File: config.mk
export PLATFORM = sky130hd
export DESIGN_NAME = serial_adder_ctrl
export DESIGN_NICKNAME = d
export VERILOG_FILES = /design/src/rtl/serial_adder_pkg.sv /design/src/rtl/full_adder.sv /design/src/rtl/serial_adder_ctrl.sv
export SDC_FILE = /design/constraint.sdc
export NUM_CORES = 1
export LEC_CHECK = 0
export ABC_AREA = 1
export CORE_AREA = 2 2 64 78
export CTS_CLUSTER_SIZE = 8
export DETAILED_ROUTE_END_ITERATION = 10
export DIE_AREA = 0 0 66 80
export SYNTH_ARGS = -nofsm -noshare
export SYNTH_HDL_FRONTEND = slang
export SYNTH_SLANG_ARGS = --single-unit
File: constraint.sdc
create_clock -name clk -period 2.1 [get_ports clk]
set_input_delay 0.42 -clock clk [delete_from_list [all_inputs] [get_ports clk]]
set_output_delay 0.42 -clock clk [all_outputs]
set_load 0.05 [all_outputs]
File: src/rtl/serial_adder_pkg.sv
// Shared definitions for the bit-serial adder controller.
// State encoding and the default operand width.
package serial_adder_pkg;

  localparam logic [1:0] IDLE = 2'd0;
  localparam logic [1:0] RUN  = 2'd1;
  localparam logic [1:0] DONE = 2'd2;

  localparam int DEF_WIDTH = 8;

  typedef enum logic [1:0] {
    S_IDLE = IDLE,
    S_RUN  = RUN,
    S_DONE = DONE
  } state_t;

endpackage

File: src/rtl/full_adder.sv
// 1-bit full adder cell.
// Ports: a, b, cin in; sum, carry out.
module full_adder (
  input  logic a,
  input  logic b,
  input  logic cin,
  output logic sum,
  output logic carry
);

  assign sum   = a ^ b ^ cin;
  assign carry = (a & b) | (cin & (a ^ b));

endmodule

File: src/rtl/serial_adder_ctrl.sv
// Bit-serial WIDTH-bit adder: one full_adder cell, LSB first.
// Ports: clk, rst, start, a, b, cin in; busy, done, sum, cout out.
module serial_adder_ctrl
  import serial_adder_pkg::*;
#(
  parameter int WIDTH = DEF_WIDTH
) (
  input  logic             clk,
  input  logic             rst,
  input  logic             start,
  input  logic [WIDTH-1:0] a,
  input  logic [WIDTH-1:0] b,
  input  logic             cin,
  output logic             busy,
  output logic             done,
  output logic [WIDTH-1:0] sum,
  output logic             cout
);

  localparam int CW = $clog2(WIDTH) + 1;

  state_t           r_state;
  state_t           w_next;
  logic [CW-1:0]    r_cnt;
  logic [WIDTH-1:0] r_a_sh;
  logic [WIDTH-1:0] r_b_sh;
  logic [WIDTH-1:0] r_res;
  logic             r_carry;

  logic             w_fa_sum;
  logic             w_fa_carry;
  logic             w_accept;
  logic             w_last;
  logic [WIDTH-1:0] w_res_next;

  full_adder u_fa (
    .a     (r_a_sh[0]),
    .b     (r_b_sh[0]),
    .cin   (r_carry),
    .sum   (w_fa_sum),
    .carry (w_fa_carry)
  );

  // New sum bit enters at the MSB; the result shifts right.
  assign w_res_next = (r_res >> 1)
                    | (WIDTH'(w_fa_sum) << (WIDTH - 1));

  assign w_last = (r_cnt == CW'(WIDTH - 1));

  always_ff @(posedge clk or posedge rst) begin
    if (rst) r_state <= S_IDLE;
    else     r_state <= w_next;
  end

  always_comb begin
    w_next   = r_state;
    w_accept = 1'b0;
    busy     = 1'b0;
    done     = 1'b0;
    unique case (r_state)
      S_IDLE: begin
        if (start) begin
          w_accept = 1'b1;
          w_next   = S_RUN;
        end
      end
      S_RUN: begin
        busy = 1'b1;
        if (w_last) w_next = S_DONE;
      end
      S_DONE: begin
        done = 1'b1;
        if (start) begin
          w_accept = 1'b1;
          w_next   = S_RUN;
        end else begin
          w_next   = S_IDLE;
        end
      end
      default: w_next = S_IDLE;
    endcase
  end

  always_ff @(posedge clk or posedge rst) begin
    if (rst) begin
      r_cnt   <= '0;
      r_a_sh  <= '0;
      r_b_sh  <= '0;
      r_res   <= '0;
      r_carry <= 1'b0;
      sum     <= '0;
      cout    <= 1'b0;
    end else if (w_accept) begin
      r_a_sh  <= a;
      r_b_sh  <= b;
      r_carry <= cin;
      r_cnt   <= '0;
    end else if (r_state == S_RUN) begin
      r_a_sh  <= r_a_sh >> 1;
      r_b_sh  <= r_b_sh >> 1;
      r_res   <= w_res_next;
      r_carry <= w_fa_carry;
      r_cnt   <= r_cnt + 1'b1;
      if (w_last) begin
        sum  <= w_res_next;
        cout <= w_fa_carry;
      end
    end
  end

endmodule

==> impl_metrics.sql, run 1 <==
INSERT INTO impl_metrics (metric_group, metric, value, unit) VALUES
('placed_design', 'dpl.hpwl', '2260', 'um'),
('layout', 'num_antenna_cells', '0', ''),
('routing', 'detailedRoute.firstPassIterationCount', '4', ''),
('pwr', 'vdd_ir_drop_max', '0.000869', 'V'),
('clocking', 'clock_latency', '0.29', 'ns'),
('routing', 'wl_met3', '174', 'um'),
('setup_path', 'worstPathRequired', '1.68', 'ns'),
('synth', 'netlist.area_leader.share', '0.552', ''),
('setup_path', 'cp.arrival', '1.45', 'ns'),
('sta', 'hold_viol', '0', ''),
('pwr', 'power_frac_clock', '0.184', ''),
('synth', 'synthCells', '218', ''),
('synth', 'synth.area.top_cells', 'sky130_fd_sc_hd__dfrtp_1, sky130_fd_sc_hd__nand2_1, sky130_fd_sc_hd__inv_1, sky130_fd_sc_hd__o21ai_1, sky130_fd_sc_hd__o21ai_0', ''),
('routing', 'wl_met2', '1480', 'um'),
('grt', 'initial_antenna_violation_count', '0', ''),
('sta', 'post_route_hold_slack', '0.480', 'ns'),
('placed_design', 'globalplace.congestion', '0.753', ''),
('synth', 'yosysSeqAreaShare', '0.552', ''),
('placed_design', 'port_buffers', '30', ''),
('grt', 'overflow', '0', ''),
('clocking', 'clockBufferDepth', '2', ''),
('synth', 'yosys_register_bits', '39', ''),
('synth', 'synthArstFlopShare', '1.00', ''),
('synth', 'synth_area', '0.00177', 'mm^2'),
('pwr', 'fin_total_pwr', '3.49', 'mW'),
('sta', 'final.setup_skew', '0.00326', 'ns'),
('layout', 'stdcell_count', '310', ''),
('synth', 'synthesis.nets', '240', ''),
('layout', 'share_of_final_layout_standard_cells_stronger_than_drive_strength_1', '0.0913', ''),
('synth', 'synth_enable_flop_cells', '0', ''),
('setup_path', 'crit_slowest_cell', 'sky130_fd_sc_hd__clkdlybuf4s50_1', ''),
('clocking', 'number_of_buffers_created_by_cts', '5', ''),
('min_path', 'min_path_type', 'reg2reg', ''),
('clocking', 'clkSlewWorstSetupHoldPaths', '0.08', 'ns'),
('pwr', 'power.combinational.fraction', '0.446', ''),
('sta', 'fin_setup_tns', '0', 'ns'),
('setup_path', 'critical_path.endpoint_type', 'primary output', ''),
('grt', 'total_routing_usage_gr', '0.138', ''),
('routing', 'drt_iter0_drc', '49', ''),
('sta', 'final.period_utilization', '0.889', ''),
('setup_path', 'critical_path.top_delay_family', 'buffers and inverters', ''),
('job', 'max-cap-violations', '0', ''),
('layout', 'post-route-util', '0.494', ''),
('clocking', 'cts_post_setup_buffers_inserted', '0', ''),
('sta', 'setup_violations', '0', ''),
('die', 'io_pins', '31', ''),
('routing', 'drc_errors', '0', ''),
('clocking', 'cts_resized', '0', ''),
('status', 'status', 'completed', ''),
('sta', 'fmaxAchievable', '536', 'MHz'),
('layout', 'fin_area', '0.00224', 'mm^2'),
('die', 'rows', '27', ''),
('sta', 'finalMaxSlewViolations', '0', ''),
('routing', 'final_antenna_net_count', '0', ''),
('pwr', 'total_leakage_power', '1.18', 'nW'),
('setup_path', 'crit_chain', 'clkdlybuf4s50_1', ''),
('synth', 'synth.top_cells.by_count', 'sky130_fd_sc_hd__nand2_1, sky130_fd_sc_hd__dfrtp_1, sky130_fd_sc_hd__inv_1', ''),
('grt', 'global_route_wire_length_before_repair', '5560', 'um'),
('die', 'dieArea', '0.00528', 'mm^2'),
('setup_path', 'cp_num_cells', '1', ''),
('pwr', 'swShare', '0.419', ''),
('die', 'fp.coreArea', '0.00453', 'mm^2'),
('synth', 'post-synth-top-count-cell', 'sky130_fd_sc_hd__nand2_1', ''),
('die', 'die_height', '80', 'um'),
('clocking', 'clock_tree_from_tritoncts', 'yes', ''),
('pwr', 'cellInternalPower', '2.03', 'mW'),
('pwr', 'power.switching', '1.46', 'mW'),
('layout', 'design.final.nets', '273', ''),
('routing', 'routed_via_density', '4.48', ''),
('placed_design', 'postPlaceCellArea', '0.00212', 'mm^2'),
('sta', 'grt_setup_unrepaired', 'false', '');
## layout make-up
type | count | area (um^2)
fillers | 470 | 2290
flip-flops and latches | 39 | 976
multi-input cells | 136 | 606
repair buffers | 32 | 323
inverters | 37 | 141
clock buffers | 6 | 82.6
well taps | 58 | 72.6
clock inverters | 2 | 35.0
## sequential cells by signal, indices dropped and copies added (netlist names)
signal and flops:
r_a_sh 8, r_b_sh 8, sum 8, r_res 7
r_cnt 4, r_state 2, cout 1, r_carry 1
## logic make-up after synthesis
logic type	after synthesis	synth area share
fa+ha+maj	2	0.0184
simple gates	110	0.256
buf+inv	43	0.105
compound gates	24	0.0679
flops	39	0.552
## cell usage in the layout, fill, tap and decap left out, types with 2 or more instances in the layout
cell type	n
sky130_fd_sc_hd__clkbuf_8	6
sky130_fd_sc_hd__nand2_2	2
sky130_fd_sc_hd__dfrtp_1	39
sky130_fd_sc_hd__buf_4	3
sky130_fd_sc_hd__nor2_1	7
sky130_fd_sc_hd__inv_1	32
sky130_fd_sc_hd__o21ai_0	11
sky130_fd_sc_hd__inv_2	4
sky130_fd_sc_hd__nand3_1	8
sky130_fd_sc_hd__o21ai_1	12
sky130_fd_sc_hd__nand2_4	2
sky130_fd_sc_hd__clkdlybuf4s50_1	28
sky130_fd_sc_hd__nand2_1	89
## path summary, 6_finish.rpt
check                                       startpoint  slack [ns]                     to
worst max-delay path                sum[7]$_DFFE_PP0P_        0.23                 sum[7]
worst min-delay path             r_a_sh[7]$_DFFE_PP0P_        0.48  r_a_sh[7]$_DFFE_PP0P_
worst max register to register  r_state[1]$_DFFE_PP0P_        0.82  r_b_sh[4]$_DFFE_PP0P_
worst min register to register   r_a_sh[7]$_DFFE_PP0P_        0.48  r_a_sh[7]$_DFFE_PP0P_
max in group asynchronous                          rst        1.20   r_cnt[3]$_DFFE_PP0P_
min in group asynchronous                          rst        0.56     sum[0]$_DFFE_PP0P_
## layer usage
| metal | track usage | vias up |
|---|---|---|
| met5 | 0 | - |
| met4 | 0.0653 | 0 |
| met3 | 0.0437 | 6 |
| met2 | 0.211 | 37 |
| met1 | 0.175 | 636 |
| li1 | - | 711 |
## worst register-to-register path, stage by stage (launching register included)
cell and delay, ns:
sky130_fd_sc_hd__dfrtp_1 0.40, sky130_fd_sc_hd__inv_2 0.06, sky130_fd_sc_hd__nand2_2 0.26, sky130_fd_sc_hd__nand2_4 0.17, sky130_fd_sc_hd__inv_4 0.19, sky130_fd_sc_hd__nand2_1 0.08, sky130_fd_sc_hd__nand2_1 0.06
## power by group through the flow
stage / sequential [mW] / clock (mW) / combinational (mW)
2_1_floorplan: 1.53 / 0 / 0.931
3_3_place_gp: 1.30 / 0 / 1.56
3_5_place_dp: 1.30 / 0 / 1.59
4_1_cts: 1.29 / 0.662 / 1.59
5_1_grt: 1.33 / 0.694 / 1.77
6_report: 1.29 / 0.643 / 1.55
(Power assumes the default switching activity.)
==> run 2: changes to the inputs <==
Settings changed: CAP_MARGIN set to 20, CORE_AREA 2 2 64 78 to 2 2 58 71, DIE_AREA 0 0 66 80 to 0 0 60 73, PLACE_DENSITY set to 0.73.
==> impl_metrics.sql, run 2 (synthesis gave the netlist of run 1 again) <==
INSERT INTO impl_metrics (metric_group, metric, value, unit) VALUES
('status', 'status', 'completed', ''),
('setup_path', 'worst_reg2reg_endpoint', 'r_b_sh[2]$_DFFE_PP0P_', ''),
('die', 'io_pins', '31', ''),
('sta', 'hold_viol', '0', ''),
('setup_path', 'worstPathMaxFanout', '2', ''),
('routing', 'detailedRoute.firstPassIterationCount', '4', ''),
('job', 'max-cap-violations', '0', ''),
('pwr', 'swShare', '0.429', ''),
('sta', 'final.setup_skew', '0.00414', 'ns'),
('clocking', 'clock_sink_count', '39', ''),
('layout', 'synthToLayoutAreaGrowth', '25.2', '%'),
('clocking', 'cts.hold.buffers_added', '0', ''),
('layout', 'stdcell_count', '306', ''),
('pwr', 'cellInternalPower', '1.94', 'mW'),
('layout', 'reg.largest.list', 'r_a_sh x8, r_b_sh x8, sum x8', ''),
('setup_path', 'critical_path.top_delay_family', 'buffers and inverters', ''),
('min_path', 'min_path_type', 'reg2reg', ''),
('routing', 'routed_via_density', '4.40', ''),
('layout', 'num_antenna_cells', '0', ''),
('setup_path', 'crit_slowest_cell', 'sky130_fd_sc_hd__clkdlybuf4s50_1', ''),
('clocking', 'clockBufferDepth', '2', ''),
('pwr', 'total_leakage_power', '1.17', 'nW'),
('setup_path', 'critical-path-max-stage-delay', '0.80', 'ns'),
('setup_path', 'worstSetupEndpoint', 'sum[7]', ''),
('clocking', 'cts.root.buffer_cell', 'sky130_fd_sc_hd__clkbuf_8', ''),
('setup_path', 'timing.critical_path.buf_inv', '1', ''),
('setup_path', 'critical_path_class', 'reg2out', ''),
('die', 'die_height', '73', 'um'),
('pwr', 'cellPowerDensity', '1540', 'mW/mm^2'),
('layout', 'design.final.nets', '273', ''),
('clocking', 'clock_tree_from_tritoncts', 'yes', ''),
('routing', 'final_antenna_net_count', '0', ''),
('placed_design', 'port_buffers', '30', ''),
('grt', 'total_routing_usage_gr', '0.168', ''),
('routing', 'drc_errors', '0', ''),
('placed_design', 'dpl.hpwl', '2130', 'um'),
('die', 'fp.coreArea', '0.00378', 'mm^2'),
('grt', 'initial_antenna_violation_count', '0', ''),
('layout', 'share_of_final_layout_standard_cells_stronger_than_drive_strength_1', '0.0873', ''),
('pwr', 'power.combinational.fraction', '0.457', ''),
('grt', 'number_of_global_route_vias_before_repair', '1282', ''),
('sta', 'setup_violations', '0', ''),
('clocking', 'cts_post_setup_buffers_inserted', '0', ''),
('clocking', 'clock_latency', '0.29', 'ns'),
('sta', 'worst_slew_pin_slew', '0.488', 'ns'),
('die', 'die_x', '60', 'um'),
('layout', 'nFillCells', '353', ''),
('sta', 'fmaxAchievable', '538', 'MHz'),
('clocking', 'clkSlewWorstSetupHoldPaths', '0.07', 'ns'),
('die', 'floorplan.initialDensity', '0.467', ''),
('grt', 'global_route_wire_length_before_repair', '5460', 'um'),
('routing', 'drt_iter0_drc', '74', ''),
('setup_path', 'critical_path.endpoint_type', 'primary output', ''),
('routing', 'wirelength', '3120', 'um'),
('clocking', 'number_of_buffers_created_by_cts', '5', ''),
('setup_path', 'critical_path_start_type', 'register', ''),
('setup_path', 'worstRegToRegCells', '6', ''),
('pwr', 'power.switching', '1.46', 'mW'),
('die', 'dieArea', '0.00438', 'mm^2'),
('setup_path', 'rr_startpoint', 'r_state[0]$_DFFE_PP0P_', ''),
('setup_path', 'crit_chain', 'clkdlybuf4s50_1', ''),
('clocking', 'cts_resized', '0', ''),
('pwr', 'power_frac_clock', '0.162', ''),
('sta', 'fin_setup_tns', '0', 'ns'),
('sta', 'grt_setup_unrepaired', 'false', ''),
('clocking', 'htree_num_levels', '2', ''),
('pwr', 'power_frac_seq', '0.381', ''),
('setup_path', 'worst_setup_path_startpoint', 'sum[7]$_DFFE_PP0P_', ''),
('die', 'rows', '25', ''),
('grt', 'grt_start_max_net_pins', '40', ''),
('placed_design', 'globalplace.congestion', '0.700', ''),
('routing', 'routedWlPerCell', '10.2', 'um'),
('layout', 'most_common_cell_after_layout_fill_and_taps_aside', 'sky130_fd_sc_hd__nand2_1', ''),
('pwr', 'vdd_ir_drop_max', '0.000575', 'V'),
('grt', 'overflow', '0', ''),
('setup_path', 'worstPathRequired', '1.68', 'ns'),
('sta', 'finalMaxSlewViolations', '0', ''),
('placed_design', 'numPlacedInstances', '298', ''),
('sta', 'clock_period_minus_final_worst_setup_slack', '1.86', 'ns'),
('setup_path', 'cp_num_cells', '1', ''),
('layout', 'most-common-layout-cells', 'sky130_fd_sc_hd__nand2_1, sky130_fd_sc_hd__dfrtp_1, sky130_fd_sc_hd__inv_1, sky130_fd_sc_hd__clkdlybuf4s50_1, sky130_fd_sc_hd__o21ai_1', ''),
('sta', 'final.period_utilization', '0.884', ''),
('routing', 'route.vias.total', '1346', ''),
('setup_path', 'r2r_setup_slack', '0.80', 'ns'),
('setup_path', 'cp.arrival', '1.44', 'ns'),
('sta', 'slew_headroom', '0.674', '');
-- run 2: worst min path at each step --
stage | startpoint | end | slack [ns] | cells past startpoint
2_1_floorplan | r_a_sh[7]$_DFFE_PP0P_ | r_a_sh[7]$_DFFE_PP0P_ | 0.44 | 2
3_3_place_gp | r_a_sh[7]$_DFFE_PP0P_ | r_a_sh[7]$_DFFE_PP0P_ | 0.46 | 2
3_5_place_dp | r_a_sh[5]$_DFFE_PP0P_ | r_a_sh[5]$_DFFE_PP0P_ | 0.47 | 2
4_1_cts | r_a_sh[5]$_DFFE_PP0P_ | r_a_sh[5]$_DFFE_PP0P_ | 0.48 | 2
5_1_grt | r_a_sh[1]$_DFFE_PP0P_ | r_a_sh[1]$_DFFE_PP0P_ | 0.51 | 2
6_report | r_a_sh[5]$_DFFE_PP0P_ | r_a_sh[5]$_DFFE_PP0P_ | 0.48 | 2
-- run 2: tightest hold or removal path, delay by kind of cell, from the launching register on --
family | cells | cell delay [ns]
AND/OR/NAND/NOR | 2 | 0.10
flip-flops | 1 | 0.35
-- run 2: through the flow --
stage	instance area (um^2)	total power, mW	util	setup WS [ns]	hold slack [ns]
floorplan	1770	2.46	-	0.594	0.442
global placement	2110	2.84	0.558	0.443	0.456
detailed placement	2110	2.87	0.558	0.393	0.465
CTS	2210	3.44	0.585	0.227	0.485
global route	2210	3.70	0.585	0.183	0.512
finish	2210	3.40	0.585	0.243	0.484
-- run 2: area by class of cell --
type / instances / area (um^2) / area share
Timing Repair Buffer: 32 / 323 / 0.146
Multi-Input combinational cell: 136 / 606 / 0.274
Tap cell: 54 / 67.6 / 0.0305
Clock buffer: 8 / 100 / 0.0452
Inverter: 37 / 141 / 0.0639
Sequential cell: 39 / 976 / 0.441
-- run 2: layer usage --
layer	global-route usage	wire length, um	vias to the layer above
li1	-	-	712
met1	0.205	1510	594
met2	0.274	1420	34
met3	0.0479	122	6
met4	0.0741	60	0
met5	0	0	-
-- run 2: power by group through the flow --
stage	registers [mW]	clock network [mW]	logic [mW]
after floorplan	1.53	0	0.931
after global placement	1.29	0	1.54
after detailed placement	1.30	0	1.57
after CTS	1.29	0.567	1.58
after global routing	1.33	0.595	1.77
final	1.29	0.552	1.55
==> run 3: changes to the inputs <==
Settings changed: GPL_TIMING_DRIVEN set to 0, MAX_ROUTING_LAYER set to met4.
==> impl_metrics.sql, run 3 (synthesis gave the netlist of run 1 again) <==
INSERT INTO impl_metrics (metric_group, metric, value, unit) VALUES
('sta', 'finalMaxSlewViolations', '0', ''),
('grt', 'total_routing_usage_gr', '0.181', ''),
('placed_design', 'port_buffers', '30', ''),
('layout', 'most-common-layout-cells', 'sky130_fd_sc_hd__nand2_1, sky130_fd_sc_hd__dfrtp_1, sky130_fd_sc_hd__inv_1, sky130_fd_sc_hd__clkdlybuf4s50_1, sky130_fd_sc_hd__o21ai_1', ''),
('grt', 'grt_util_met1', '0.226', ''),
('setup_path', 'critical_path.endpoint_type', 'primary output', ''),
('routing', 'routed_via_density', '4.45', ''),
('sta', 'worst_slew_pin_slew', '0.769', 'ns'),
('setup_path', 'cp.arrival', '1.45', 'ns'),
('placed_design', 'dpl.hpwl', '2210', 'um'),
('die', 'fp.coreArea', '0.00378', 'mm^2'),
('sta', 'final.setup.worst_slack', '0.228', 'ns'),
('routing', 'wirelength', '3260', 'um'),
('grt', 'groute.layer.met3.usage', '0.0514', ''),
('pwr', 'vdd_ir_drop_max', '0.000698', 'V'),
('sta', 'hold_viol', '0', ''),
('clocking', 'htree_num_levels', '2', ''),
('clocking', 'cts_post_setup_buffers_inserted', '0', ''),
('sta', 'grt_setup_unrepaired', 'false', ''),
('grt', 'fraction_of_met2_tracks_used_by_global_routing', '0.273', ''),
('grt', 'grt_most_used_layer', 'met2', ''),
('clocking', 'clock_tree_from_tritoncts', 'yes', ''),
('setup_path', 'worstPathRequired', '1.68', 'ns'),
('sta', 'final.setup_skew', '0.00273', 'ns'),
('sta', 'fmaxAchievable', '534', 'MHz'),
('sta', 'final.period_utilization', '0.891', ''),
('die', 'die_height', '73', 'um'),
('setup_path', 'critical_path.top_delay_family', 'buffers and inverters', ''),
('die', 'floorplan.initialDensity', '0.467', ''),
('status', 'status', 'completed', ''),
('layout', 'design.final.nets', '277', ''),
('setup_path', 'timing.critical_path.buf_inv', '1', ''),
('grt', 'grt_start_max_net_pins', '40', ''),
('setup_path', 'crit_chain', 'clkdlybuf4s50_1', ''),
('placed_design', 'pre_cts_slack', '0.0374', 'ns'),
('clocking', 'clock_latency', '0.29', 'ns'),
('placed_design', 'postPlaceCellArea', '0.00214', 'mm^2'),
('clocking', 'clock_sink_count', '39', ''),
('layout', 'reg.largest.list', 'r_a_sh x8, r_b_sh x8, sum x8', ''),
('min_path', 'min_path_type', 'reg2reg', ''),
('job', 'max-cap-violations', '0', ''),
('pwr', 'fin_total_pwr', '3.62', 'mW'),
('setup_path', 'critical_path_start_type', 'register', ''),
('setup_path', 'worstPathMaxFanout', '2', ''),
('pwr', 'total_leakage_power', '1.20', 'nW'),
('placed_design', 'globalplace.congestion', '0.773', ''),
('routing', 'detailedRoute.firstPassIterationCount', '4', ''),
('setup_path', 'critical_path_class', 'reg2out', ''),
('routing', 'drc_errors', '0', ''),
('sta', 'setup_violations', '0', ''),
('layout', 'share_of_final_layout_standard_cells_stronger_than_drive_strength_1', '0.105', ''),
('grt', 'overflow', '0', ''),
('clocking', 'clkSlewWorstSetupHoldPaths', '0.08', 'ns'),
('routing', 'route.vias.total', '1381', ''),
('sta', 'clock_period_minus_final_worst_setup_slack', '1.87', 'ns'),
('clocking', 'clockBufferDepth', '2', ''),
('die', 'die_x', '60', 'um'),
('clocking', 'number_of_buffers_created_by_cts', '5', ''),
('layout', 'synthToLayoutAreaGrowth', '28.2', '%'),
('die', 'rows', '25', ''),
('die', 'dieArea', '0.00438', 'mm^2'),
('routing', 'drt_iter0_drc', '66', ''),
('routing', 'routedWlPerCell', '10.5', 'um'),
('sta', 'slew_headroom', '0.486', ''),
('layout', 'most_common_cell_after_layout_fill_and_taps_aside', 'sky130_fd_sc_hd__nand2_1', ''),
('sta', 'fin_setup_tns', '0', 'ns'),
('grt', 'initial_antenna_violation_count', '0', ''),
('clocking', 'cts.root.buffer_cell', 'sky130_fd_sc_hd__clkbuf_8', ''),
('pwr', 'cellPowerDensity', '1600', 'mW/mm^2'),
('setup_path', 'crit_slowest_cell', 'sky130_fd_sc_hd__clkdlybuf4s50_1', ''),
('layout', 'num_antenna_cells', '0', ''),
('layout', 'fin_area', '0.00227', 'mm^2'),
('routing', 'final_antenna_net_count', '0', ''),
('die', 'io_pins', '31', ''),
('grt', 'global_route_wire_length_before_repair', '5600', 'um'),
('grt', 'number_of_global_route_vias_before_repair', '1248', ''),
('setup_path', 'critical-path-max-stage-delay', '0.80', 'ns');
run 3: final cells by class:
class | count | area, um^2
buffer | 6 | 45.0
timing repair buffer | 30 | 294
inverter | 37 | 141
sequential | 39 | 976
clock buffer | 5 | 68.8
tap | 54 | 67.6
clock inverter | 3 | 67.6
fill | 338 | 1520
multi-input combinational | 136 | 606
run 3: power by group:
part           switching (mW)  total [mW]  internal, mW
combinational            1.03        1.58         0.558
sequential              0.207        1.30          1.09
clock                   0.262       0.736         0.474
run 3: layer usage:
layer / up-vias / part of all wire
met3: 5 / 0.041
met1: 623 / 0.47
li1: 719 / -
met5: - / 0
met2: 34 / 0.47
met4: 0 / 0.020
run 3: stage by stage:
| stage | hold WS (ns) | cells | util |
|---|---|---|---|
| after global routing | 0.506 | 310 | 0.599 |
| final | 0.482 | 310 | 0.599 |
| after global placement | 0.462 | 302 | 0.564 |
| after detailed placement | 0.466 | 302 | 0.564 |
| after floorplan | 0.442 | 218 | - |
| after CTS | 0.486 | 310 | 0.600 |
run 3: repair_timing:
item                                    in CTS  in global routing
hold buffers                                 0                  0
gates resized for setup                      3                  1
endpoints found under the setup margin       2                  1
run 3: tightest hold or removal path: stages (launching register included):
cell and delay [ns]:
sky130_fd_sc_hd__dfrtp_1 0.35, sky130_fd_sc_hd__nand2_1 0.05, sky130_fd_sc_hd__nand2_1 0.05
run 3: worst paths after layout:
path / startpoint / end / slack [ns] / cells past startpoint
min reg2reg: r_a_sh[4]$_DFFE_PP0P_ / r_a_sh[4]$_DFFE_PP0P_ / 0.48 / 2
min: r_a_sh[4]$_DFFE_PP0P_ / r_a_sh[4]$_DFFE_PP0P_ / 0.48 / 2
max reg2reg: r_cnt[0]$_DFFE_PP0P_ / sum[7]$_DFFE_PP0P_ / 0.79 / 6
max in group asynchronous: rst / r_a_sh[0]$_DFFE_PP0P_ / 1.02 / 2
min in group asynchronous: rst / sum[7]$_DFFE_PP0P_ / 0.59 / 2
max: sum[7]$_DFFE_PP0P_ / sum[7] / 0.23 / 1
